[src/rtl/ip_codma_rd_engine_pkg.sv]
// Shared types and constants for the codma read datapath.
// Pure declarations: no logic, no latency, no flow control.
package ip_codma_pkg;

    localparam int CODMA_WORD_W = 32;

    typedef enum logic [2:0] {
        RD_IDLE    = 3'd0,
        RD_ASK     = 3'd1,
        RD_GRANTED = 3'd2,
        RD_DONE    = 3'd3,
        RD_ERR     = 3'd4
    } rd_eng_state_t;

    // Words carried by one bus beat for a given bus/word width pairing.
    function automatic int beat_words(input int data_w, input int word_w);
        return data_w / word_w;
    endfunction

endpackage

[src/rtl/ip_codma_rd_engine_if.sv]
// Memory read-bus bundle between the codma read engine (master) and the memory side (slave).
// Wires only; request/grant handshake, beats accepted unconditionally by the engine.
interface ip_codma_rd_engine_if #(
    parameter int DATA_W = 64
);
    logic              bus_req;
    logic              bus_grant;
    logic              bus_rvalid;
    logic [DATA_W-1:0] bus_rdata;
    logic              bus_error;

    modport master (
        output bus_req,
        input  bus_grant,
        input  bus_rvalid,
        input  bus_rdata,
        input  bus_error
    );

    modport slave (
        input  bus_req,
        output bus_grant,
        output bus_rvalid,
        output bus_rdata,
        output bus_error
    );
endinterface

[src/rtl/ip_codma_rd_watchdog.sv]
// Cycle watchdog: counts enabled cycles since the last clear, flags expiry on the TIMEOUT-th cycle.
// Expire is combinational from the count; TIMEOUT=0 disables it. No backpressure.
module ip_codma_rd_watchdog #(
    parameter int TIMEOUT = 256
) (
    input  logic clk_i,
    input  logic reset_n_i,
    input  logic i_clr,
    input  logic i_en,
    output logic o_expire
);

    localparam int WD_W = (TIMEOUT > 0) ? $clog2(TIMEOUT + 1) : 1;

    logic [WD_W-1:0] r_cnt;

    always_ff @(posedge clk_i or negedge reset_n_i) begin
        if (!reset_n_i) begin
            r_cnt <= '0;
        end else if (i_clr || !i_en) begin
            r_cnt <= '0;
        end else if (r_cnt != WD_W'(TIMEOUT)) begin
            r_cnt <= r_cnt + 1'b1;
        end
    end

    // The cycle holding count TIMEOUT-1 is the TIMEOUT-th cycle spent waiting.
    assign o_expire = (TIMEOUT != 0) && i_en && !i_clr && (r_cnt == WD_W'(TIMEOUT - 1));

endmodule

[src/rtl/ip_codma_rd_engine.sv]
// Read engine: takes an N-word command, requests the bus, packs beats LSB-first into a word buffer.
// start->bus_req 1 cycle, last beat->done_o 1 cycle; beats are never backpressured (always accepted in GRANTED).
module ip_codma_rd_engine
    import ip_codma_pkg::*;
#(
    parameter  int DATA_W    = 64,
    parameter  int WORD_W    = CODMA_WORD_W,
    parameter  int MAX_WORDS = 8,
    parameter  int TIMEOUT   = 256,
    localparam int CNT_W     = $clog2(MAX_WORDS + 1)
) (
    input  logic                               clk_i,
    input  logic                               reset_n_i,
    input  logic                               start_i,
    input  logic [CNT_W-1:0]                   words_i,
    input  logic                               stop_i,
    input  logic                               dma_error_i,
    ip_codma_rd_engine_if.master               bus,
    output logic [MAX_WORDS-1:0][WORD_W-1:0]   data_o,
    output logic                               done_o,
    output logic                               err_o,
    output logic                               busy_o,
    output rd_eng_state_t                      state_o
);

    localparam int BEAT_WORDS = beat_words(DATA_W, WORD_W);
    localparam int IDX_W      = (MAX_WORDS > 1) ? $clog2(MAX_WORDS) : 1;

    rd_eng_state_t                      r_state;
    logic [CNT_W-1:0]                   r_tgt;
    logic [CNT_W-1:0]                   r_cnt;
    logic [MAX_WORDS-1:0][WORD_W-1:0]   r_data;
    logic                               r_done;
    logic                               r_err;
    logic                               r_req;

    logic                               w_beat;
    logic                               w_hard_err;
    logic                               w_wd_clr;
    logic                               w_wd_en;
    logic                               w_wd_expire;
    logic [CNT_W-1:0]                   w_remain;
    logic [CNT_W-1:0]                   w_take;
    logic [CNT_W-1:0]                   w_cnt_nxt;
    logic [BEAT_WORDS-1:0][IDX_W-1:0]   w_idx;
    logic [BEAT_WORDS-1:0]              w_wr;
    logic                               w_cmd_bad;

    assign w_beat     = (r_state == RD_GRANTED) && bus.bus_rvalid;
    assign w_hard_err = (r_state != RD_IDLE) && (bus.bus_error || dma_error_i);
    assign w_wd_en    = (r_state == RD_ASK) || (r_state == RD_GRANTED);
    assign w_wd_clr   = w_beat || ((r_state == RD_ASK) && bus.bus_grant);
    assign w_cmd_bad  = (words_i == '0) || (words_i > CNT_W'(MAX_WORDS));

    // Last beat may be partial: only the words still owed to the command are taken.
    assign w_remain  = r_tgt - r_cnt;
    assign w_take    = (w_remain > CNT_W'(BEAT_WORDS)) ? CNT_W'(BEAT_WORDS) : w_remain;
    assign w_cnt_nxt = r_cnt + w_take;

    always_comb begin
        w_idx = '0;
        w_wr  = '0;
        for (int b = 0; b < BEAT_WORDS; b++) begin
            w_idx[b] = IDX_W'(r_cnt + CNT_W'(b));
            w_wr[b]  = (CNT_W'(b) < w_take);
        end
    end

    ip_codma_rd_watchdog #(
        .TIMEOUT (TIMEOUT)
    ) u_watchdog (
        .clk_i     (clk_i),
        .reset_n_i (reset_n_i),
        .i_clr     (w_wd_clr),
        .i_en      (w_wd_en),
        .o_expire  (w_wd_expire)
    );

    always_ff @(posedge clk_i or negedge reset_n_i) begin
        if (!reset_n_i) begin
            r_state <= RD_IDLE;
            r_tgt   <= '0;
            r_cnt   <= '0;
            r_data  <= '0;
            r_done  <= 1'b0;
            r_err   <= 1'b0;
            r_req   <= 1'b0;
        end else begin
            r_done <= 1'b0;
            if (w_hard_err) begin
                r_state <= RD_ERR;
                r_err   <= 1'b1;
                r_req   <= 1'b0;
            end else if (stop_i) begin
                r_state <= RD_IDLE;
                r_req   <= 1'b0;
            end else begin
                case (r_state)
                    RD_IDLE: begin
                        if (start_i) begin
                            if (w_cmd_bad) begin
                                r_state <= RD_ERR;
                                r_err   <= 1'b1;
                            end else begin
                                r_tgt   <= words_i;
                                r_cnt   <= '0;
                                r_err   <= 1'b0;
                                r_req   <= 1'b1;
                                r_state <= RD_ASK;
                            end
                        end
                    end
                    RD_ASK: begin
                        if (bus.bus_grant) begin
                            r_req   <= 1'b0;
                            r_state <= RD_GRANTED;
                        end else if (w_wd_expire) begin
                            r_req   <= 1'b0;
                            r_err   <= 1'b1;
                            r_state <= RD_ERR;
                        end
                    end
                    RD_GRANTED: begin
                        if (bus.bus_rvalid) begin
                            for (int b = 0; b < BEAT_WORDS; b++) begin
                                if (w_wr[b]) begin
                                    r_data[w_idx[b]] <= bus.bus_rdata[b*WORD_W +: WORD_W];
                                end
                            end
                            r_cnt <= w_cnt_nxt;
                            if (w_cnt_nxt == r_tgt) begin
                                r_done  <= 1'b1;
                                r_state <= RD_DONE;
                            end
                        end else if (w_wd_expire) begin
                            r_err   <= 1'b1;
                            r_state <= RD_ERR;
                        end
                    end
                    RD_DONE: r_state <= RD_IDLE;
                    RD_ERR:  r_state <= RD_IDLE;
                    default: r_state <= RD_IDLE;
                endcase
            end
        end
    end

    assign bus.bus_req = r_req;
    assign data_o      = r_data;
    assign done_o      = r_done;
    assign err_o       = r_err;
    assign busy_o      = (r_state != RD_IDLE);
    assign state_o     = r_state;

endmodule
[src/flat_wrapper.sv]
// flat-port wrapper written by rule: the top's interface ports become plain ports
module ip_codma_rd_engine_flat import ip_codma_pkg::*;
#(
    parameter  int DATA_W    = 64,
    parameter  int WORD_W    = CODMA_WORD_W,
    parameter  int MAX_WORDS = 8,
    parameter  int TIMEOUT   = 256,
    localparam int CNT_W     = $clog2(MAX_WORDS + 1)
)
  (clk_i, reset_n_i, start_i, words_i, stop_i, dma_error_i, data_o, done_o, err_o, busy_o, state_o, bus_bus_req, bus_bus_grant, bus_bus_rvalid, bus_bus_rdata, bus_bus_error);
  ip_codma_rd_engine_if #(.DATA_W(DATA_W)) bus_i ();
  input  logic clk_i;
  input  logic reset_n_i;
  input  logic start_i;
  input  logic [CNT_W-1:0] words_i;
  input  logic stop_i;
  input  logic dma_error_i;
  output logic [MAX_WORDS-1:0][WORD_W-1:0] data_o;
  output logic done_o;
  output logic err_o;
  output logic busy_o;
  output rd_eng_state_t state_o;
  output wire logic [$bits(bus_i.bus_req)-1:0] bus_bus_req;
  input wire logic [$bits(bus_i.bus_grant)-1:0] bus_bus_grant;
  input wire logic [$bits(bus_i.bus_rvalid)-1:0] bus_bus_rvalid;
  input wire logic [$bits(bus_i.bus_rdata)-1:0] bus_bus_rdata;
  input wire logic [$bits(bus_i.bus_error)-1:0] bus_bus_error;
  assign bus_bus_req = bus_i.bus_req;
  assign bus_i.bus_grant = bus_bus_grant;
  assign bus_i.bus_rvalid = bus_bus_rvalid;
  assign bus_i.bus_rdata = bus_bus_rdata;
  assign bus_i.bus_error = bus_bus_error;
  ip_codma_rd_engine #(.DATA_W(DATA_W), .WORD_W(WORD_W), .MAX_WORDS(MAX_WORDS), .TIMEOUT(TIMEOUT)) u_core (.clk_i(clk_i), .reset_n_i(reset_n_i), .start_i(start_i), .words_i(words_i), .stop_i(stop_i), .dma_error_i(dma_error_i), .bus(bus_i), .data_o(data_o), .done_o(done_o), .err_o(err_o), .busy_o(busy_o), .state_o(state_o));
endmodule
[config.mk]
export PLATFORM = sky130hd
export DESIGN_NAME = ip_codma_rd_engine_flat
export DESIGN_NICKNAME = d
export VERILOG_FILES = /design/src/rtl/ip_codma_rd_engine_pkg.sv /design/src/rtl/ip_codma_rd_engine_if.sv /design/src/rtl/ip_codma_rd_watchdog.sv /design/src/rtl/ip_codma_rd_engine.sv /design/src/flat_wrapper.sv
export SDC_FILE = /design/constraint.sdc
export NUM_CORES = 1
export LEC_CHECK = 0
export ABC_AREA = 0
export CAP_MARGIN = 20
export CORE_AREA = 2 2 167 169
export DETAILED_ROUTE_END_ITERATION = 10
export DIE_AREA = 0 0 169 171
export PLACE_DENSITY_LB_ADDON = 0.15
export SETUP_SLACK_MARGIN = 0.1
export SLEW_MARGIN = 20
export SYNTH_ARGS = -nofsm -noshare
export SYNTH_HDL_FRONTEND = slang
export SYNTH_SLANG_ARGS = --single-unit
[constraint.sdc]
create_clock -name clk_i -period 4.4 [get_ports clk_i]
set_input_delay 0.88 -clock clk_i [delete_from_list [all_inputs] [get_ports clk_i]]
set_output_delay 0.88 -clock clk_i [all_outputs]
set_load 0.01 [all_outputs]
==> After elaboration in Yosys (flattened, before gate mapping) <==
Cells that the tools add are included.
W data, S select, Z words.
{ "word_totals": {"ram_bits": 0, "n_memories": 0, "elab_cells": 121, "output_inout_bits": 263, "register_bits": 279, "mem_bits_ro": 0, "latchBits": 0} }
{ "op_classes": {"n_lt_le_gt_ge": 8, "n_mux": 48, "n_reduce_logical": 27, "add_sub_neg": 4, "mul": 0, "shift": 0, "eq_ne": 16, "bitwise_logic": 3, "n_div": 0} }
{ "ops": {"columns": ["operator", "n"], "rows": [
  ["$mux W256", 6],
  ["$bwmux W256", 2],
  ["$demux W32 S3", 2],
  ["$mux W32", 2],
  ["$mux W3", 8],
  ["$mux W1", 18],
  ["$mux W9", 2],
  ["$mux W4", 4],
  ["$ne A5 B4 Y1 const B", 2],
  ["$reduce_and A5 Y1", 2],
  ["$add A9 B1 Y9 const B", 1],
  ["$eq A9 B8 Y1 const B", 1],
  ["$ne A3 B2 Y1 const B", 3],
  ["$ne A9 B9 Y1 const B", 1],
  ["$pmux W3 S3", 1],
  ["$lt A1 B4 Y1 const A", 2],
  ["$lt A3 B4 Y1 const B", 2],
  ["$ne A4 B3 Y1 const B", 2],
  ["$pmux W4 S2", 1],
  ["$reduce_and A4 Y1", 2],
  ["$reduce_bool A4 Y1", 2],
  ["$logic_and A1 B1 Y1", 7],
  ["$ge A3 B1 Y1 const B", 2],
  ["$ne A2 B2 Y1 const B", 3],
  ["20 further kinds", 28]
]} }

==> Logic depth before layout (Yosys ltp) <==
Gate-level depths: netlist of the first run.
{ "logic_depth": {"depth_word": 12, "depth_mapped": 16, "ltp_nobuf": 16} }

==> Cells and area by module <==
A second synthesis of the first run with hierarchy kept.
{ "hier_totals": {"hier_cells": 1239, "area_unflattened_um2": 13279.0} }
{ "modules_own_cells": {"columns": ["mod", "seq_area_each_um2", "n_inst", "area_per_inst_um2", "cells_each"], "rows": [
  ["ip_codma_rd_engine", 6756.5, 1, 12764.7, 1184],
  ["ip_codma_rd_watchdog", 225.2, 1, 514.2, 55]
]} }

==> Worst setup path before layout of the first run <==
OpenSTA, ideal clock, no wires.
{ "synth_timing": {"path_kind": "reg-to-reg", "start": "register u_core.r_cnt[2]", "end": "register u_core.r_state[0], in the netlist u_core.state_o[0]", "slack_ns": 1.310, "n_path_buf": 1, "arrival_ns": 3.004, "required_ns": 4.314, "path_stages_with_launch": 16, "cell_sequence": "dfrtp_1 -> buf_2 -> inv_1 -> ha_1 -> a21oi_1 -> and3_1 -> o21ai_4 -> nor2_1 -> ha_1 -> inv_1 -> fa_1 -> xor2_1 -> xor2_1 -> nand4_1 -> a21o_1 -> nor3_1"} }
{ "synth_via": {"elab_chain_cells": 7} }
{ "synth_rtl": {"columns": ["item", "line", "rtl"], "rows": [
  ["start: declaration", "ip_codma_rd_engine.sv:31", "logic [CNT_W-1:0] r_cnt;"],
  ["start signal: assignment", "ip_codma_rd_engine.sv:130", "r_cnt <= w_cnt_nxt;"],
  ["$sub A4 B4 Y4", "ip_codma_rd_engine.sv:56", "assign w_remain = r_tgt - r_cnt;"],
  ["$gt A4 B2 Y1", "ip_codma_rd_engine.sv:57", "assign w_take = (w_remain > CNT_W'(BEAT_WORDS)) ? CNT_W'(BEAT_WORDS) : w_remain;"],
  ["$mux W4", "ip_codma_rd_engine.sv:57", null],
  ["$add A4 B4 Y4 *", "ip_codma_rd_engine.sv:58", "assign w_cnt_nxt = r_cnt + w_take;"],
  ["$eq A4 B4 Y1 *", "ip_codma_rd_engine.sv:131", "if (w_cnt_nxt == r_tgt) begin"],
  ["$ne A5 B4 Y1 (no line) *", null, null],
  ["$reduce_and A2 Y1 (no line) *", null, null],
  ["end signal: assignment", "ip_codma_rd_engine.sv:133", "r_state <= RD_DONE;"],
  ["end signal: assignment", "ip_codma_rd_engine.sv:137", "r_state <= RD_ERR;"],
  ["end signal: assignment", "ip_codma_rd_engine.sv:140", "RD_DONE: r_state <= RD_IDLE;"],
  ["end: declaration", "ip_codma_rd_engine.sv:29", "rd_eng_state_t r_state;"]
]} }
Mark *: on every way between the ends. The rest lies on a longest branch, timed or not.
A chain may end at the register's enable or synchronous reset.

==> Worst setup path in the final report of the first run <==
{ "layout_timing": {"start": "register u_core.r_cnt[2]", "end": "register u_core.r_data (netlist bit u_core.data_o[79])"} }
{ "layout_via": {"elab_chain_cells": 12, "elab_cells_between_ends": 24} }
{ "layout_rtl": {"columns": ["item", "line", "rtl"], "rows": [
  ["parallel branches: the longest is 11 deep, another holds $sub A4 B4 Y4", null, null],
  ["$mux W256 *", "ip_codma_rd_engine.sv:126", "if (w_wr[b]) begin"],
  ["end signal: indexed assignment", "ip_codma_rd_engine.sv:127", "r_data[w_idx[b]] <= bus.bus_rdata[b*WORD_W +: WORD_W];"],
  ["end: declaration", "ip_codma_rd_engine.sv:32", "logic [MAX_WORDS-1:0][WORD_W-1:0] r_data;"]
]} }
Mark *: on every way between the ends. The select of a mux whose other input is x is not followed.

==> reports/metrics.yaml, run 1 <==
floorplanning:
  die-height_um: 171
  rows: 61
  core_region_area_um2: 27320
  num_io_pins: 339
  initial_core_util_pct: 48.64
  fp.dieW_um: 169
  dieArea_um2: 28900
setup_path:
  path_class: "reg -> reg"
  slowest_delay_ps: 560
  critical_path_arrival_ps: 4080
  critPathTopFamily: "compound AO/OA/AOI/OAI gates"
  cp-end-kind: "flop"
  cp_max_fo: 17
  worst-path-buf-inv: 3
  setup.worst_path.start_class: "flop"
  required_ps: 4820
  crit_chain: "inv_1 -> ha_1 -> a21oi_1 -> a21oi_1 -> o21ai_4 -> inv_4 -> nor2_4 -> buf_12 -> mux2_2 -> mux2_2"
  slowest_stage: "dfrtp_1"
outcome:
  status: "finished clean"
place:
  io_buffers: 338
  post-place-ws_ps: 794.5
  gp_congestion: 0.8597
  place_area_um2: 17060
  dp_hpwl_mm: 28.59
global_routing:
  grt_pass1_wl_mm: 66.62
  antenna_found_initial: 0
  grt_pass1_vias: 11040
  grt_max_degree: 123
  gr-total-overflow: 0
  grt_usage_pct: 29.83
yosys:
  ys_ff_latch: 279
  syn_area_um2: 13290
  ys_warn_count: 0
  yosysSeqAreaShare_pct: 52.53
  synth_flop_cell: "dfrtp_1"
  yosysTopAreaCellShare_pct: 52.53
  synth-edff-count: 0
  yosysTopAreaCell: "dfrtp_1"
  synth-async-reset-ratio_pct: 100.0
  synthMostInstantiatedCell: "dfrtp_1"
  synth_commonest_cells: "dfrtp_1, mux2_2, a21o_1"
  synth.avg_cell_area_um2: 11.86
  syn-instance-count: 1121
  synth_nets: 1209
  synth_top_cells_by_area: "dfrtp_1, mux2_2, a22o_1"
  synth.distinct_cells: 59
final_layout:
  final_nets: 1502
  antenna_cells: 0
  fill_cells: 2164
  drive_gt1_share_pct: 17.00
  fin_area_um2: 18060
  post-route-util_pct: 66.11
  syn_to_final_growth_pct: 35.93
flow_run:
  max_cap_viol_count: 0
cts:
  post_cts_buffers: 0
  cts-resized-gates: 0
  clkTransAtPathRegs_ps: 60
  htreeDepth: 1
  cts_tree: "built"
  insertion_delay_ps: 540
  cts_buffers: 30
  cts_hold_buf: 0
  cts_sinks: 279
  root_buffer: "clkbuf_16"
  clk_path_buf_depth: 3
sta:
  setup_viol: 0
  hold_viol_final: 0
  rsz0062_at_grt: "false"
  slew_violations: 0
  fin_setup_tns_ps: 0
  relSlewSlack_pct: 36.03
  worstMarginPinSlew_ps: 959.5
  worst_clock_skew_ps: 7.770
  fmaxAchievable_mhz: 273.8
  min_period_over_period_pct: 83.02
  fin_ws_ps: 747.1
  period_needed_ps: 3653
pwr:
  pwr_density_cell_nw_per_um2: 357.5
  ir_drop_mv: 0.2386
  power_leakage_nw: 8.680
  total_power_mw: 6.458
routing:
  vias: 10910
  avgRoutedWirePerCell_um: 24.45
  drtAntennaViolNets: 0
  drc: 0
  avgViaCountPerCell: 6.126
  first_pass_iters: 5
  drt_iter0_drc: 907
  finalWirelength_mm: 43.55
worst_hold_path:
  hold_class: "in -> async"
## routing by layer
| metal | wire [um] | vias up | global-route usage (%) |
|---|---|---|---|
| li1 | - | 4732 | - |
| met1 | 18220 | 5610 | 39.77 |
| met2 | 20560 | 468 | 49.27 |
| met3 | 3328 | 100 | 5.829 |
| met4 | 1430 | 0 | 9.922 |
| met5 | 0 | - | 0 |
## power breakdown
part / internal (mW) / switching [mW] / total (mW)
Combinational: 0.495 / 0.593 / 1.09
Sequential: 2.70 / 0.117 / 2.82
Clock: 1.53 / 1.01 / 2.55
## final timing paths
path / startpoint / end / slack, ps / cells past startpoint
worst max register to register: u_core.r_cnt[2] / u_core.data_o[79] / 750 / 10
min in group clk_i: u_core.data_o[54] / u_core.data_o[54] / 470 / 1
worst min-delay path: reset_n_i / u_core.data_o[56] / 450 / 1
max in group asynchronous: reset_n_i / u_core.data_o[69] / 2950 / 2
worst min register to register: u_core.data_o[54] / u_core.data_o[54] / 470 / 1
worst max-delay path: u_core.r_cnt[2] / u_core.data_o[79] / 750 / 10
## layout by cell type, fill, tap and decap left out, types with 12 or more instances in the layout
cell type,count
a21o_1,99
a221o_1,32
a22o_1,96
a22oi_1,64
and2_1,33
buf_4,32
clkbuf_16,31
clkbuf_8,12
clkdlybuf4s50_1,337
dfrtp_1,279
inv_1,44
mux2_2,131
nand2_1,12
nor2_1,22
o21ai_0,40
o2bb2ai_1,32
xor2_1,12
## sequential cells by signal (all words and copies together) (netlist names)
signal and count:
u_core.data_o 256, u_core.u_watchdog.r_cnt 9, u_core.r_cnt 4, u_core.r_tgt 4, u_core.state_o 3, u_core.bus.bus_req 1, u_core.done_o 1, u_core.err_o 1
## kinds of logic (layout without fill, tap and decap cells)
logic type               count (synthesis)  in the layout  share of synthesized area, %
XOR/XNOR                                18             18                         1.243
AND/OR/NAND/NOR                        130            130                         5.677
AO/OA/AOI/OAI                          393            393                         23.21
buffers and inverters                  156            470                         4.886
flip-flops                             279            279                         52.53
other                                    1              1                       0.02822
adder cells (fa/ha/maj)                 12             12                         1.243
multiplexers                           132            132                         11.18
## metrics by stage
step | hold slack [ps] | instances
after floorplan | 517.8 | 1121
after CTS | 477.1 | 1781
after detailed placement | 463.9 | 1728
final | 445.1 | 1781
after global placement | 456.9 | 1728
after global routing | 484.1 | 1781
## final cells by class
class                      instances  area, um2  area share, %
inverter                          45      171.4         0.9489
tap                              346      432.9          2.396
timing repair buffer             372       3669          20.31
multi-input combinational        686       5801          32.11
clock inverter                     5      50.05         0.2770
clock buffer                      48      959.7          5.312
sequential                       279       6982          38.65
No activity file was read; power rests on OpenSTA's default activity.
==> run 2: changes to the inputs <==
- clock period: 4.4 -> 3.6 ns (I/O delays scaled with it)
==> run 2 against run 1 <==
Compared with the run above: maximum frequency is 12% higher; via count rose by 0.21%; non-clock buffer count grew 11; first-iteration DRC count is 23% higher; worst setup slack worse by 400 ps; combinational power up 26%; global-route usage rose by 0.69 points; clock skew up 6.5 ps; die area unchanged.
==> reports/metrics.yaml, run 2 (synthesized netlist as in run 1, its figures left out) <==
outcome:
  status: "finished clean"  # unchanged
sta:
  slew_violations: 0  # unchanged
  relSlewSlack_pct: 37.30  # was 36.03%
  min_period_over_period_pct: 90.27  # was 83.02%
  hold_viol_final: 0  # unchanged
  worstMarginPinSlew_ps: 938.3  # was 959.5 ps
  worst_clock_skew_ps: 14.30  # was 7.770 ps
  setup_viol: 0  # unchanged
  fin_setup_tns_ps: 0  # unchanged
  rsz0062_at_grt: "false"  # unchanged
  fin_ws_ps: 350.2  # was 747.1 ps
  period_needed_ps: 3250  # was 3653 ps
  fmaxAchievable_mhz: 307.7  # was 273.8 MHz
global_routing:
  grt_pass1_wl_mm: 67.77  # was 66.62 mm
  gr-total-overflow: 0  # unchanged
  antenna_found_initial: 0  # unchanged
  grt_pass1_vias: 11210  # was 11040
  grt_max_degree: 101  # was 123
  grt_usage_pct: 30.52  # was 29.83%
final_layout:
  largest_register_ffs: 256  # unchanged
  final_nets: 1514  # was 1502
  fill_cells: 2102  # was 2164
  syn_to_final_growth_pct: 38.22  # was 35.93%
  final_cell_mix: "clkdlybuf4s50_1, dfrtp_1, mux2_2"  # unchanged
  antenna_cells: 0  # unchanged
  multi_input_area_um2: 5816  # was 5801 um2
  final_common_cell: "clkdlybuf4s50_1"  # unchanged
  drive_gt1_share_pct: 18.00  # was 17.00%
  seq_area_um2: 6983  # was 6982 um2
pwr:
  power_leakage_nw: 8.806  # was 8.680 nW
  total_power_mw: 8.074  # was 6.458 mW
  pwr_density_cell_nw_per_um2: 439.5  # was 357.5 nW/um2
  ir_drop_mv: 0.2770  # was 0.2386 mV
setup_path:
  slowest_delay_ps: 480  # was 560 ps
  critPathTopFamily: "adder cells"  # was compound AO/OA/AOI/OAI gates
  crit_path_frequent_cell: "xor2_1"
  setup.worst_path.start_class: "flop"  # unchanged
  path_class: "reg -> reg"  # unchanged
  worst-path-buf-inv: 2  # was 3
  crit_chain: "clkinvlp_4 -> fa_1 -> xor2_1 -> nor2_1 -> o21ai_4 -> nor2_1 -> ha_1 -> inv_1 -> fa_1 -> xor2_1 -> xor2_1 -> nand4_1 -> a21o_1 -> nor3_1"  # was inv_1 -> ha_1 -> a21oi_1 -> a21oi_1 -> o21ai_4 -> inv_4 -> nor2_4 -> buf_12 -> mux2_2 -> mux2_2
  critical_path_arrival_ps: 3720  # was 4080 ps
  slowest_stage: "dfrtp_2"  # was dfrtp_1
  cp-end-kind: "flop"  # unchanged
  cp_max_fo: 8  # was 17
  required_ps: 4070  # was 4820 ps
place:
  io_buffers: 338  # unchanged
  post-place-ws_ps: 282.2  # was 794.5 ps
  dp_hpwl_mm: 28.53  # was 28.59 mm
  gp_congestion: 0.8426  # was 0.8597
routing:
  vias: 10930  # was 10910
  first_pass_iters: 6  # was 5
  drc: 0  # unchanged
  finalWirelength_mm: 44.60  # was 43.55 mm
  drtAntennaViolNets: 0  # unchanged
  avgViaCountPerCell: 6.087  # was 6.126
  avgRoutedWirePerCell_um: 24.83  # was 24.45 um
  drt_iter0_drc: 1118  # was 907
floorplanning:
  die-height_um: 171  # unchanged
  fp.dieW_um: 169  # unchanged
  rows: 61  # unchanged
  core_region_area_um2: 27320  # unchanged
  dieArea_um2: 28900  # unchanged
  num_io_pins: 339  # unchanged
  initial_core_util_pct: 48.64  # unchanged
cts:
  clk_path_buf_depth: 3  # unchanged
  cts_sinks: 279  # unchanged
  cts_tree: "built"  # unchanged
  insertion_delay_ps: 560  # was 540 ps
  clkTransAtPathRegs_ps: 60  # about the same
  cts_hold_buf: 0  # unchanged
  htreeDepth: 1  # unchanged
  root_buffer: "clkbuf_16"  # unchanged
  cts_buffers: 30  # unchanged
flow_run:
  max_cap_viol_count: 0  # unchanged
worst_hold_path:
  hold_class: "in -> async"  # unchanged
-- run 2: cell type report --
type	instances	share of cell area [%]
well taps	346	2.357
repair buffers	383	21.31
multi-input cells	687	31.66
clock inverters	10	0.6947
flip-flops and latches	279	38.01
clock buffers	46	5.020
inverters	45	0.9535
-- run 2: path summary, 6_finish.rpt --
path                                         start            endpoint  slack [ps]  cells past startpoint
max in group asynchronous                reset_n_i  u_core.data_o[139]        2550                      2
worst max register to register     u_core.r_cnt[1]   u_core.state_o[0]         350                     14
min in group clk_i              u_core.data_o[162]  u_core.data_o[162]         470                      1
worst max-delay path               u_core.r_cnt[1]   u_core.state_o[0]         350                     14
worst min-delay path                     reset_n_i   u_core.data_o[85]         210                      1
worst min register to register  u_core.data_o[162]  u_core.data_o[162]         470                      1
-- run 2: worst register-to-register path, cell delays in order (launching register included) --
cell and delay, ps:
dfrtp_2 480, clkinvlp_4 190, fa_1 450, xor2_1 180
nor2_1 190, o21ai_4 80, nor2_1 100, ha_1 170
inv_1 60, fa_1 400, xor2_1 230, xor2_1 170
nand4_1 120, a21o_1 190, nor3_1 160
-- run 2: timing repair --
| item | 4_1_cts | 5_1_grt |
|---|---|---|
| setup buffers | 0 | 2 |
| setup endpoints to repair | 0 | 34 |
| gates resized for setup | 0 | 4 |
-- run 2: power by group --
group / total (mW) / internal, mW / switching, mW
Sequential: 3.45 / 3.30 / 0.145
Combinational: 1.37 / 0.639 / 0.733
Clock: 3.25 / 1.97 / 1.28
-- run 2: per-layer routing --
metal	global-route usage, %	up-vias	share of wire [%]
li1	-	4758	-
met1	39.84	5567	41
met5	0	-	0
met2	51.41	518	48
met4	10.22	0	3.1
met3	5.922	90	8.3
-- run 2: through the flow --
step | cell area (um2) | utilization [%] | instances | hold slack (ps)
global placement | 17290 | 63.26 | 1737 | 458.6
detailed placement | 17290 | 63.26 | 1737 | 464.1
finish | 18370 | 67.23 | 1796 | 213.2
floorplan | 13290 | - | 1121 | 424.4
global route | 18370 | 67.23 | 1796 | 285.9
CTS | 18340 | 67.10 | 1793 | 259.5
